## src/rtl/mux2x1_pkg.sv

```systemverilog
// rtl/mux2x1_pkg.sv - shared encodings and defaults for the 2:1 arbitrated mux
package mux2x1_pkg;

  localparam int DEFAULT_WIDTH = 8;

  // y_valid is the state bit itself
  typedef enum logic {
    EMPTY = 1'b0,
    FULL  = 1'b1
  } state_t;

  typedef enum logic {
    SRC_A = 1'b0,
    SRC_B = 1'b1
  } src_t;

endpackage

```

## src/rtl/mux2x1.sv

```systemverilog
// rtl/mux2x1.sv - WIDTH-wide 2:1 data mux, sel=0 picks a, sel=1 picks b
module mux2x1
  import mux2x1_pkg::*;
#(
  parameter int WIDTH = DEFAULT_WIDTH
) (
  input  logic [WIDTH-1:0] a,
  input  logic [WIDTH-1:0] b,
  input  logic             sel,
  output logic [WIDTH-1:0] y
);

  assign y = sel ? b : a;

endmodule

```

## src/rtl/mux2x1_arbiter.sv

```systemverilog
// rtl/mux2x1_arbiter.sv - two-requester round-robin arbiter feeding a one-word output register
module mux2x1_arbiter
  import mux2x1_pkg::*;
#(
  parameter int WIDTH = DEFAULT_WIDTH
) (
  input  logic             clk,
  input  logic             rst,
  input  logic             req0,
  input  logic [WIDTH-1:0] a,
  input  logic             req1,
  input  logic [WIDTH-1:0] b,
  output logic             gnt0,
  output logic             gnt1,
  output logic             sel,
  output logic [WIDTH-1:0] y,
  output logic             y_valid,
  input  logic             y_ready,
  output logic             y_src
);

  state_t           state_q, state_d;
  src_t             last_q;
  src_t             y_src_q;
  logic [WIDTH-1:0] y_q;
  logic [WIDTH-1:0] mux_y;
  logic             slot_open;
  logic             grant;

  mux2x1 #(.WIDTH(WIDTH)) u_mux (
    .a  (a),
    .b  (b),
    .sel(sel),
    .y  (mux_y)
  );

  always_comb begin
    gnt0      = 1'b0;
    gnt1      = 1'b0;
    sel       = last_q;
    state_d   = state_q;
    slot_open = (state_q == EMPTY) || y_ready;

    // On a tie, requester 0 wins only if requester 1 took the previous grant
    if (!rst && slot_open) begin
      if (req0 && (!req1 || last_q == SRC_B)) begin
        gnt0 = 1'b1;
        sel  = SRC_A;
      end else if (req1) begin
        gnt1 = 1'b1;
        sel  = SRC_B;
      end
    end

    grant = gnt0 | gnt1;
    if (grant) begin
      state_d = FULL;
    end else if (state_q == FULL && y_ready) begin
      state_d = EMPTY;
    end
  end

  always_ff @(posedge clk) begin
    if (rst) begin
      state_q <= EMPTY;
      last_q  <= SRC_B;
      y_q     <= '0;
      y_src_q <= SRC_A;
    end else begin
      state_q <= state_d;
      if (grant) begin
        y_q     <= mux_y;
        y_src_q <= src_t'(sel);
        last_q  <= src_t'(sel);
      end
    end
  end

  assign y       = y_q;
  assign y_src   = y_src_q;
  assign y_valid = (state_q == FULL);

endmodule

```

## config.mk

```make
export PLATFORM = sky130hd
export DESIGN_NAME = mux2x1_arbiter
export DESIGN_NICKNAME = d
export VERILOG_FILES = /design/src/rtl/mux2x1_pkg.sv /design/src/rtl/mux2x1.sv /design/src/rtl/mux2x1_arbiter.sv
export SDC_FILE = /design/constraint.sdc
export NUM_CORES = 1
export LEC_CHECK = 0
export BUFFER_PORTS_ARGS = -buffer_cell sky130_fd_sc_hd__buf_4
export CAP_MARGIN = 0
export CORE_AREA = 3 3 41 43
export CTS_CLUSTER_DIAMETER = 100
export DETAILED_ROUTE_END_ITERATION = 8
export DIE_AREA = 0 0 44 46
export GPL_TIMING_DRIVEN = 0
export PLACE_DENSITY_LB_ADDON = 0.1
export SLEW_MARGIN = 40
export SYNTH_ARGS = -nofsm -noshare
export SYNTH_HDL_FRONTEND = slang
export SYNTH_SLANG_ARGS = --single-unit
```

## constraint.sdc

```tcl
create_clock -name clk -period 3.82 [get_ports clk]
set_clock_uncertainty 0.1 [all_clocks]
set_input_delay 0.382 -clock clk [delete_from_list [all_inputs] [get_ports clk]]
set_output_delay 0.382 -clock clk [all_outputs]
set_load 0.02 [all_outputs]
```

==> results.md <==
- Unrepaired setup endpoints after global routing: false
- Number of synthesized flops with an enable pin: 0
- Hold_ws: 0.253 ns
- Post-Syn Instances: 66
- Warning count from the yosys run: 0
- Maximum number of pins on one net before global-route repair: 11
- Number of antenna violations at the first check in global routing: 0
- Total congestion overflow after global routing: 0
- Yosys cell types: 23
- Worst Path Required: 3.34 ns
- Pwr per Cell Area: 349 mW/mm^2
- Worst min path class: in2reg
- Synthesized area divided by synthesized cell count: 9.08 sq um
- Die Footprint: 0.00202 sq mm
- Routed WL per cell: 13.6 microns
- RePlAce Congestion: 0.701
- Number of buffers and inverters on the critical path: 1
- Number of gates resized after CTS: 0
- Source of the worst hold timing path: rst
- Transition time of the tightest slew-check pin: 0.492 ns
- CTS H-tree lvls: 1
- Largest fanout of any net on the critical path: 9
- Post-detailed-route count of antenna-violating nets: 0
- CTS max path bufs: 2
- Share of flip-flops with an asynchronous set or reset after synthesis: 0
- Area contributors post-synth: sky130_fd_sc_hd__dfxtp_1, sky130_fd_sc_hd__a311oi_1, sky130_fd_sc_hd__nand3_1
- Net count after synthesis: 87
- Sequential fraction of the synthesis area: 0.367
- Post-placement cell area: 866 sq um
- # fillers: 122
- Result of the run: completed
- X dimension of the die: 44 microns
- DRC violation count after routing: 0
- Post-CTS setup buffer count: 0
- WL final: 1.61 mm
- Final instance area: 892 sq um
- Slowest stage delay, CP: 0.35 ns
- Via count of the first global-routing pass: 604
- Count of endpoints failing hold in the final timing report: 0
- Core box area: 0.00133 sq mm
- Leakage Power: 0.392 nW
- Max-slew violation count: 0
- CTS Buf Count: 3
- Total via count after detailed routing: 659
- Cell total after placement: 114
- FP Rows: 13
- Worst Setup Start Kind: flop
- Overall power after layout: 0.311 mW
- Most frequent cells in the layout: sky130_fd_sc_hd__buf_4, sky130_fd_sc_hd__dfxtp_1, sky130_fd_sc_hd__nor2_1, sky130_fd_sc_hd__nand3_1, sky130_fd_sc_hd__a311oi_1
- Detailed router's first-iteration violation count: 16
- Initial cell density of the core: 0.449
- Die Y: 46 microns
- Minimum clock period: 1.84 ns
- Core Util, Final: 0.669
- TNS Setup: 0 ns
- Synth Flop Type: sky130_fd_sc_hd__dfxtp_1
- Worst voltage drop across the vdd grid: 0.200 mV
- Final setup violating endpoints: 0
- Post-synth top area cell: sky130_fd_sc_hd__dfxtp_1
- Launch point of the worst reg-to-reg path: y_valid
- Syn-to-layout area delta: 48.9%
- Area share of the largest cell type after synthesis: 0.367
- Critical Setup Path Class: reg2out
- Detailed Place HPWL: 1.19 mm
- Antenna Cells: 0
- Combined area of all synthesized cells: 599 sq um
- Port Buf Inserts: 33
- CTS tree: built
- Final std cells w/o fill: 118
- PnR worst setup slack: 1.98 ns
- Share of cells above drive strength 1: 0.456
- Count of hold buffers inserted by post-cts repair: 0
- Total number of clock tree sinks: 11
- Buffer cell driving the clock tree root: sky130_fd_sc_hd__clkbuf_4
- Max-cap violation count: 0
- Highest clock frequency the design can meet: 542 MHz
- I/O Pins: 34
- Share of the clock period used by the worst path after layout: 0.483
- Clock-pin slew on the worst setup and hold paths: 0.07 ns
- Flip-flop and latch count after synthesis: 11
- Crit path arrival time: 1.36 ns
- Mean number of vias per cell: 5.58
- Endpoint class of the critical path: output port
- Worst path slowest cell: sky130_fd_sc_hd__dfxtp_1
- Family with the most delay on the worst path: simple AND/OR/NAND/NOR gates
- Worst-case setup slack after placement: 2.08 ns
- Global-route total usage across every layer: 0.173
- Launching element of the worst setup path: y_valid
- Clock Latency Late Sink: 0.27 ns
- Critical path, cell by cell: or2b_4 > nand3_2 > nand2_1 > buf_4
- Wire length of the first global-routing pass: 2.55 mm
- Layout Nets: 125
- Worst relative slew slack: 0.672
- Leading cell type in the layout, fill and taps excluded: sky130_fd_sc_hd__buf_4
- First-pass DRT Iterations: 4
[worst reg2reg max path: stages (launching register included)]
cell and delay (ns):
sky130_fd_sc_hd__dfxtp_1 0.35, sky130_fd_sc_hd__or2b_4 0.31, sky130_fd_sc_hd__and3_1 0.18, sky130_fd_sc_hd__buf_6 0.13, sky130_fd_sc_hd__o21ai_0 0.15, sky130_fd_sc_hd__a311oi_1 0.10
[Yosys cell counts, types with 2 or more instances]
cell and count:
sky130_fd_sc_hd__buf_6 2, sky130_fd_sc_hd__a311oi_1 8, sky130_fd_sc_hd__nand3_1 8, sky130_fd_sc_hd__nor2_1 10, sky130_fd_sc_hd__nand2_1 3, sky130_fd_sc_hd__dfxtp_1 11, sky130_fd_sc_hd__nor2b_4 2, sky130_fd_sc_hd__o21ai_0 7
[area by class of cell]
| type | count | area (sq um) | share of cell area |
|---|---|---|---|
| well taps | 15 | 18.8 | 0.0210 |
| inverters | 1 | 3.75 | 0.00421 |
| multi-input cells | 51 | 349 | 0.391 |
| flip-flops and latches | 11 | 220 | 0.247 |
| plain buffers | 3 | 26.3 | 0.0295 |
| clock buffers | 4 | 26.3 | 0.0295 |
| repair buffers | 33 | 248 | 0.278 |
[kinds of logic (layout without fill, tap and decap cells)]
group                  after synthesis  in the layout  synth area share
AOI/OAI and AO/OA                   21             21             0.278
buffers and inverters                4             41            0.0501
DFF                                 11             11             0.367
and+or+nand+nor                     30             30             0.305
[worst paths after layout]
check	to	depth (start not counted)	slack, ns
worst max register to register	y[4]	5	2.37
worst min register to register	y[3]	2	0.40
worst max-delay path	sel	4	1.98
worst min-delay path	last_q	2	0.25
[registers in the layout (all words and copies together) (netlist names)]
name and count:
y 8, last_q 1, y_valid 1, y_src 1
[power by group]
part	switching (mW)	internal, mW
clock	0.0421	0.0405
sequential	0.00658	0.124
combinational	0.0495	0.0480
[per-layer routing]
metal  track usage  wire length [microns]  part of all wire  vias to the layer above
li1              -                      -                 -                      325
met3        0.0395                    222              0.14                        4
met1         0.196                    643              0.40                      288
met4         0.108                     30             0.019                        0
met5             0                      0                 0                        -
met2         0.294                    709              0.44                       42
Power figures use the tool's default switching activity.
